### config.mk
export PLATFORM = sky130hd
export DESIGN_NAME = light_sequence_monitor
export DESIGN_NICKNAME = d
export VERILOG_FILES = /design/src/rtl/light_sequence_monitor.sv
export SDC_FILE = /design/constraint.sdc
export NUM_CORES = 1
export LEC_CHECK = 0
export CORE_ASPECT_RATIO = 0.5
export CORE_MARGIN = 5
export CORE_UTILIZATION = 35
export CTS_BUF_LIST = sky130_fd_sc_hd__clkbuf_2
export DETAILED_ROUTE_END_ITERATION = 10
export GPL_ROUTABILITY_DRIVEN = 0
export PLACE_DENSITY = 0.63
export SYNTH_ARGS = -nofsm -noshare
export SYNTH_HDL_FRONTEND = slang
export SYNTH_SLANG_ARGS = --single-unit
### constraint.sdc
create_clock -name clk -period 3.1 [get_ports clk]
set_input_delay 0.62 -clock clk [delete_from_list [all_inputs] [get_ports clk]]
set_output_delay 0.62 -clock clk [all_outputs]
set_load 0.03 [all_outputs]
### src/rtl/light_sequence_monitor.sv
// Traffic-light sequence monitor: decodes lamp drives, checks phase order and dwell times, latches the first fault.
// Optional macro LIGHT_MON_CYCLE_COUNT_EN enables the completed-cycle counter.
module light_sequence_monitor #(
  parameter int MIN_GREEN  = 4,
  parameter int YELLOW_LEN = 2,
  parameter int MAX_DWELL  = 64
) (
  input  logic        clk,
  input  logic        rst,
  input  logic        EW_RED,
  input  logic        EW_YELLOW,
  input  logic        EW_GREEN,
  input  logic        NS_RED,
  input  logic        NS_YELLOW,
  input  logic        NS_GREEN,
  input  logic        clr,
  output logic [2:0]  phase,
  output logic        fault,
  output logic [2:0]  fault_code,
  output logic [15:0] cycle_count
);

  typedef enum logic [2:0] {
    P_INIT    = 3'd0,
    P_NS_G    = 3'd1,
    P_NS_Y    = 3'd2,
    P_EW_G    = 3'd3,
    P_EW_Y    = 3'd4,
    P_ALL_RED = 3'd5,
    P_ILLEGAL = 3'd7
  } phase_t;

  localparam logic [15:0] MIN_GREEN_W  = 16'(MIN_GREEN);
  localparam logic [15:0] YELLOW_LEN_W = 16'(YELLOW_LEN);
  localparam logic [15:0] MAX_DWELL_W  = 16'(MAX_DWELL);

  // Lamp vector packed as {NS_RED, NS_YELLOW, NS_GREEN, EW_RED, EW_YELLOW, EW_GREEN}
  function automatic phase_t decode(input logic [5:0] v);
    case (v)
      6'b001_100: decode = P_NS_G;
      6'b010_100: decode = P_NS_Y;
      6'b100_001: decode = P_EW_G;
      6'b100_010: decode = P_EW_Y;
      6'b100_100: decode = P_ALL_RED;
      default:    decode = P_ILLEGAL;
    endcase
  endfunction

  function automatic logic legal_step(input phase_t from, input phase_t to);
    case (from)
      P_NS_G:    legal_step = (to == P_NS_Y);
      P_NS_Y:    legal_step = (to == P_EW_G) || (to == P_ALL_RED);
      P_EW_G:    legal_step = (to == P_EW_Y);
      P_EW_Y:    legal_step = (to == P_NS_G) || (to == P_ALL_RED);
      P_ALL_RED: legal_step = (to == P_NS_G) || (to == P_EW_G);
      default:   legal_step = 1'b0;
    endcase
  endfunction

  function automatic logic [15:0] sat_inc(input logic [15:0] x);
    sat_inc = (x == 16'hFFFF) ? x : x + 16'd1;
  endfunction

  logic [5:0]  lamp_p0;
  logic        primed;
  phase_t      cur;
  phase_t      track, track_next;
  logic [15:0] dwell, dwell_next;
  logic        changed;
  logic [2:0]  det_code;

  // Stage 0: lamp register; primed marks that it holds a real sample since reset
  always_ff @(posedge clk or posedge rst) begin
    if (rst) begin
      lamp_p0 <= '0;
      primed  <= 1'b0;
    end else begin
      lamp_p0 <= {NS_RED, NS_YELLOW, NS_GREEN, EW_RED, EW_YELLOW, EW_GREEN};
      primed  <= 1'b1;
    end
  end

  assign cur = decode(lamp_p0);

  // Stage 1: tracked phase and its dwell
  always_ff @(posedge clk or posedge rst) begin
    if (rst) begin
      track <= P_INIT;
      dwell <= '0;
    end else if (primed) begin
      track <= track_next;
      dwell <= dwell_next;
    end
  end

  always_comb begin
    track_next = cur;
    changed    = (cur != track);
    dwell_next = changed ? 16'd1 : sat_inc(dwell);
  end

  always_comb begin
    phase = primed ? cur : P_INIT;
  end

  // Fault detection; INIT and ILLEGAL as the previous phase skip order/timing checks (resync)
  logic from_legal, leaving, f_illegal, f_trans, f_short, f_yellow, f_stuck;

  always_comb begin
    from_legal = (track == P_NS_G) || (track == P_NS_Y) || (track == P_EW_G) ||
                 (track == P_EW_Y) || (track == P_ALL_RED);
    leaving    = primed && changed && from_legal;
    f_illegal  = primed && (cur == P_ILLEGAL);
    f_trans    = leaving && (cur != P_ILLEGAL) && !legal_step(track, cur);
    f_short    = leaving && ((track == P_NS_G) || (track == P_EW_G)) && (dwell < MIN_GREEN_W);
    f_yellow   = leaving && ((track == P_NS_Y) || (track == P_EW_Y)) && (dwell != YELLOW_LEN_W);
    // Fires only on the cycle the dwell first reaches the limit
    f_stuck    = primed && (dwell_next == MAX_DWELL_W) && (changed || (dwell != dwell_next));
    det_code   = 3'd0;
    if (f_illegal)     det_code = 3'd1;
    else if (f_trans)  det_code = 3'd2;
    else if (f_short)  det_code = 3'd3;
    else if (f_yellow) det_code = 3'd4;
    else if (f_stuck)  det_code = 3'd5;
  end

  // Stage 2: sticky fault; a fault arriving with clr is latched, not cleared
  always_ff @(posedge clk or posedge rst) begin
    if (rst) begin
      fault      <= 1'b0;
      fault_code <= 3'd0;
    end else if (clr) begin
      fault      <= (det_code != 3'd0);
      fault_code <= det_code;
    end else if (!fault && (det_code != 3'd0)) begin
      fault      <= 1'b1;
      fault_code <= det_code;
    end
  end

`ifdef LIGHT_MON_CYCLE_COUNT_EN
  logic [15:0] count_p1;
  logic        cycle_entry;

  assign cycle_entry = primed && (cur == P_NS_G) && ((track == P_EW_Y) || (track == P_ALL_RED));

  always_ff @(posedge clk or posedge rst) begin
    if (rst) begin
      count_p1 <= '0;
    end else if (cycle_entry) begin
      count_p1 <= sat_inc(count_p1);
    end
  end

  assign cycle_count = count_p1;
`else
  assign cycle_count = 16'd0;
`endif

endmodule
==> summary.txt <==
Run status
  • Status: finished clean

Yosys
  • Largest cells by area after synthesis: dfrtp_1 (32%), buf_4 (6.4%), nand2_1 (4.9%)
  • Ys flop type: dfrtp_1
  • Most area-hungry cell type in the Yosys netlist: dfrtp_1
  • Post-Synthesis Cell Area: around 2400 µm²
  • Async SR Flop Fraction: 100%
  • YS warnings: 0
  • Synth Register Bits: 30
  • Top cell type's share of synthesized area: 31.8%
  • Top cells by count, synth: nand2_1 (31), dfrtp_1 (30), a21oi_1 (22), buf_4 (20), nor2_1 (20)
  • Mapped Cells: 274
  • Synth Area per Inst: 8.60 µm²
  • Sequential-to-total area share from yosys stat: between 30% and 40%
  • Distinct cell type count after synthesis: about 70
  • EDFF count, synth: 0
  • Count leader, synth: nand2_1

Worst setup path
  • Worst stage delay on the critical path: 590 ps
  • Crit path kind: reg -> out
  • Critical path required time: 2480 ps
  • RR Endpoint: fault_code[1]
  • Crit Path Max Fanout: 6
  • R2r setup slk: 500 ps
  • R2R depth: 9
  • Setup crit end kind: output pin
  • Worst R2R Start: dwell[0]
  • CP Cell Sequence: nor4b_1 > a22oi_2 > and2_2 > clkdlybuf4s50_1
  • Crit-path slowest cell: clkdlybuf4s50_1
  • Worst Path Arrival: 2270 ps
  • CP startpoint kind: flop

Clock tree
  • Clock slew at reported path FFs: 160 ps
  • Clk_lat worst skew: 370 ps
  • Root Buffer: clkbuf_2
  • H-tree depth: 2
  • Clk sinks: 30
  • CTS buffer count: 5
  • Clock tree buffer depth: 2
  • CTS tree: built

STA
  • Worst Tran Pin Value: 499 ps
  • Final period util: 93.3%
  • Shortest period the worst path allows: 2890 ps
  • Max Slew Vio Count: 0
  • Hold slack: roughly 560 ps
  • Setup ws final: between 200 and 250 ps
  • Slew headroom: 65.9%
  • RSZ-0062 raised after global routing: false
  • Final Hold Fails: 0
  • Max Clk Rate: approximately 350 MHz
  • Setup-failing EPs final: 0
  • Setup tns final: 0 ps
  • Final setup skew: 4.36 ps

GRT
  • Global Route Usage Sum: approximately an eighth
  • GR Overflow Total: 0
  • Vias in the first global route: 1938
  • Largest net degree at the start of global routing: 31
  • First-pass GRT wire length: 9060 µm
  • Initial antenna violation count: 0

Route
  • WL/cell: 13.8 µm
  • DRT Pass-1 Iters: 4
  • DR DRC count: 0
  • Vias: 1994
  • Initial DRC Count: 141
  • Via density: 5.32
  • Final WL: 5180 µm
  • Post-DRT Antenna Nets: 0

Cells and area
  • Share of layout cells above drive strength 1: 14.5%
  • Fillcell total: roughly 690
  • Area growth syn-to-layout: 6.79%
  • Fin util: 38.0%
  • Final Net Count: slightly below 300
  • Number of diodes: 0

Placed design
  • PortBufs: 15
  • DP Wirelength: 3830 µm
  • Pre-CTS WS: 502 ps

Floorplan
  • Cell row count: 21
  • IO Pins: 32
  • Die W: 126 µm
  • Core footprint: about 6600 µm²
  • Die H: 68.0 µm
  • Die area: 8580 µm²
  • Initial Util: around 36%

Power and ir drop
  • Power, Total: 904 µW
  • Pwr dens: 359 nW/µm²
  • Worst vdd ir: 0.000161 V
  • LEAKAGE: 1.06 nW

Hold path
  • Hold Path Cell Cnt: 2
  • Worst hold path class: reg -> reg
  • Worst Hold Launch: fault_code[1]
  • WHS Endpoint: fault_code[1]

Job
  • Max-cap violations: 0
## repair_timing
item | CTS | global route
hold buffers | 0 | 0
endpoints found under the setup margin | 0 | 1
hold endpoints to repair | 0 | 0
resized for setup | 0 | 1
setup buffers | 0 | 0
## through the flow
stage                     cells  area [µm²]
after global routing        375        2520
after floorplan             289        2410
after CTS                   375        2510
after detailed placement    368        2480
final                       375        2520
after global placement      368        2480
## placed cells by master, fill, tap and decap left out, drive strengths merged, types with 4 or more instances in the layout
cell	n
and4	5
inv	13
conb	17
or3	4
nand4	5
xnor2	5
nor4	7
nor4b	5
or2	4
o21ai	13
o31ai	4
clkbuf	5
buf	4
clkdlybuf4s50	14
nor3	6
nand2	31
dfrtp	30
nand3	14
a21oi	23
nor2	21
## kinds of logic (layout without fill, tap and decap cells)
kind of cell / Yosys count / count (layout) / share of synthesized area (%)
AND/OR/NAND/NOR: 116 / 116 / 30.2
AO/OA/AOI/OAI: 68 / 68 / 20.1
buffers and inverters: 45 / 39 / 11.8
flip-flops: 30 / 30 / 31.8
XOR/XNOR: 8 / 8 / 3.29
multiplexers: 3 / 3 / 1.43
adder cells (fa/ha/maj): 2 / 2 / 1.06
other: 2 / 17 / 0.319
## power by group
part           switching, mW  internal, mW
clock                  0.140        0.0488
sequential            0.0515         0.418
combinational          0.151        0.0943
total                  0.343         0.562
## routing by layer
metal  share of wire, %  global-route usage, %  wire length [µm]
met1                 46                   16.5              2390
met4                1.5                   4.41                77
met3                6.3                   2.34               327
met5                  0                      0                 0
met2                 46                   22.0              2390
## worst max path at each step
stage               startpoint             to  slack, ps
detailed placement    dwell[0]  fault_code[1]        500
CTS                 lamp_p0[4]       phase[2]         50
global route        lamp_p0[4]       phase[1]        100
finish              lamp_p0[4]       phase[1]        210
global placement    lamp_p0[4]       phase[2]        570
floorplan             dwell[0]  fault_code[1]        770
## flip-flops by register name, indices dropped and copies added (netlist names)
register and flops:
dwell 16, lamp_p0 6, fault_code 3, track 3, fault 1, primed 1
## worst max-delay path: cells and delay by family (launching register included)
kind                   cells  cell delay, ps
AOI/OAI and AO/OA          1             160
buffers and inverters      1             590
DFF                        1             470
and+or+nand+nor            2             690
## layout make-up
class                           instances  area [µm²]  area share (%)
Sequential cell                        30         751            29.8
Inverter                               13        48.8            1.94
Clock inverter                          2        10.0           0.398
Tap cell                               92         115            4.57
Multi-Input combinational cell        214        1390            55.0
Timing Repair Buffer                   19         183            7.26
Clock buffer                            5        25.0           0.994
(Power assumes the default switching activity.)
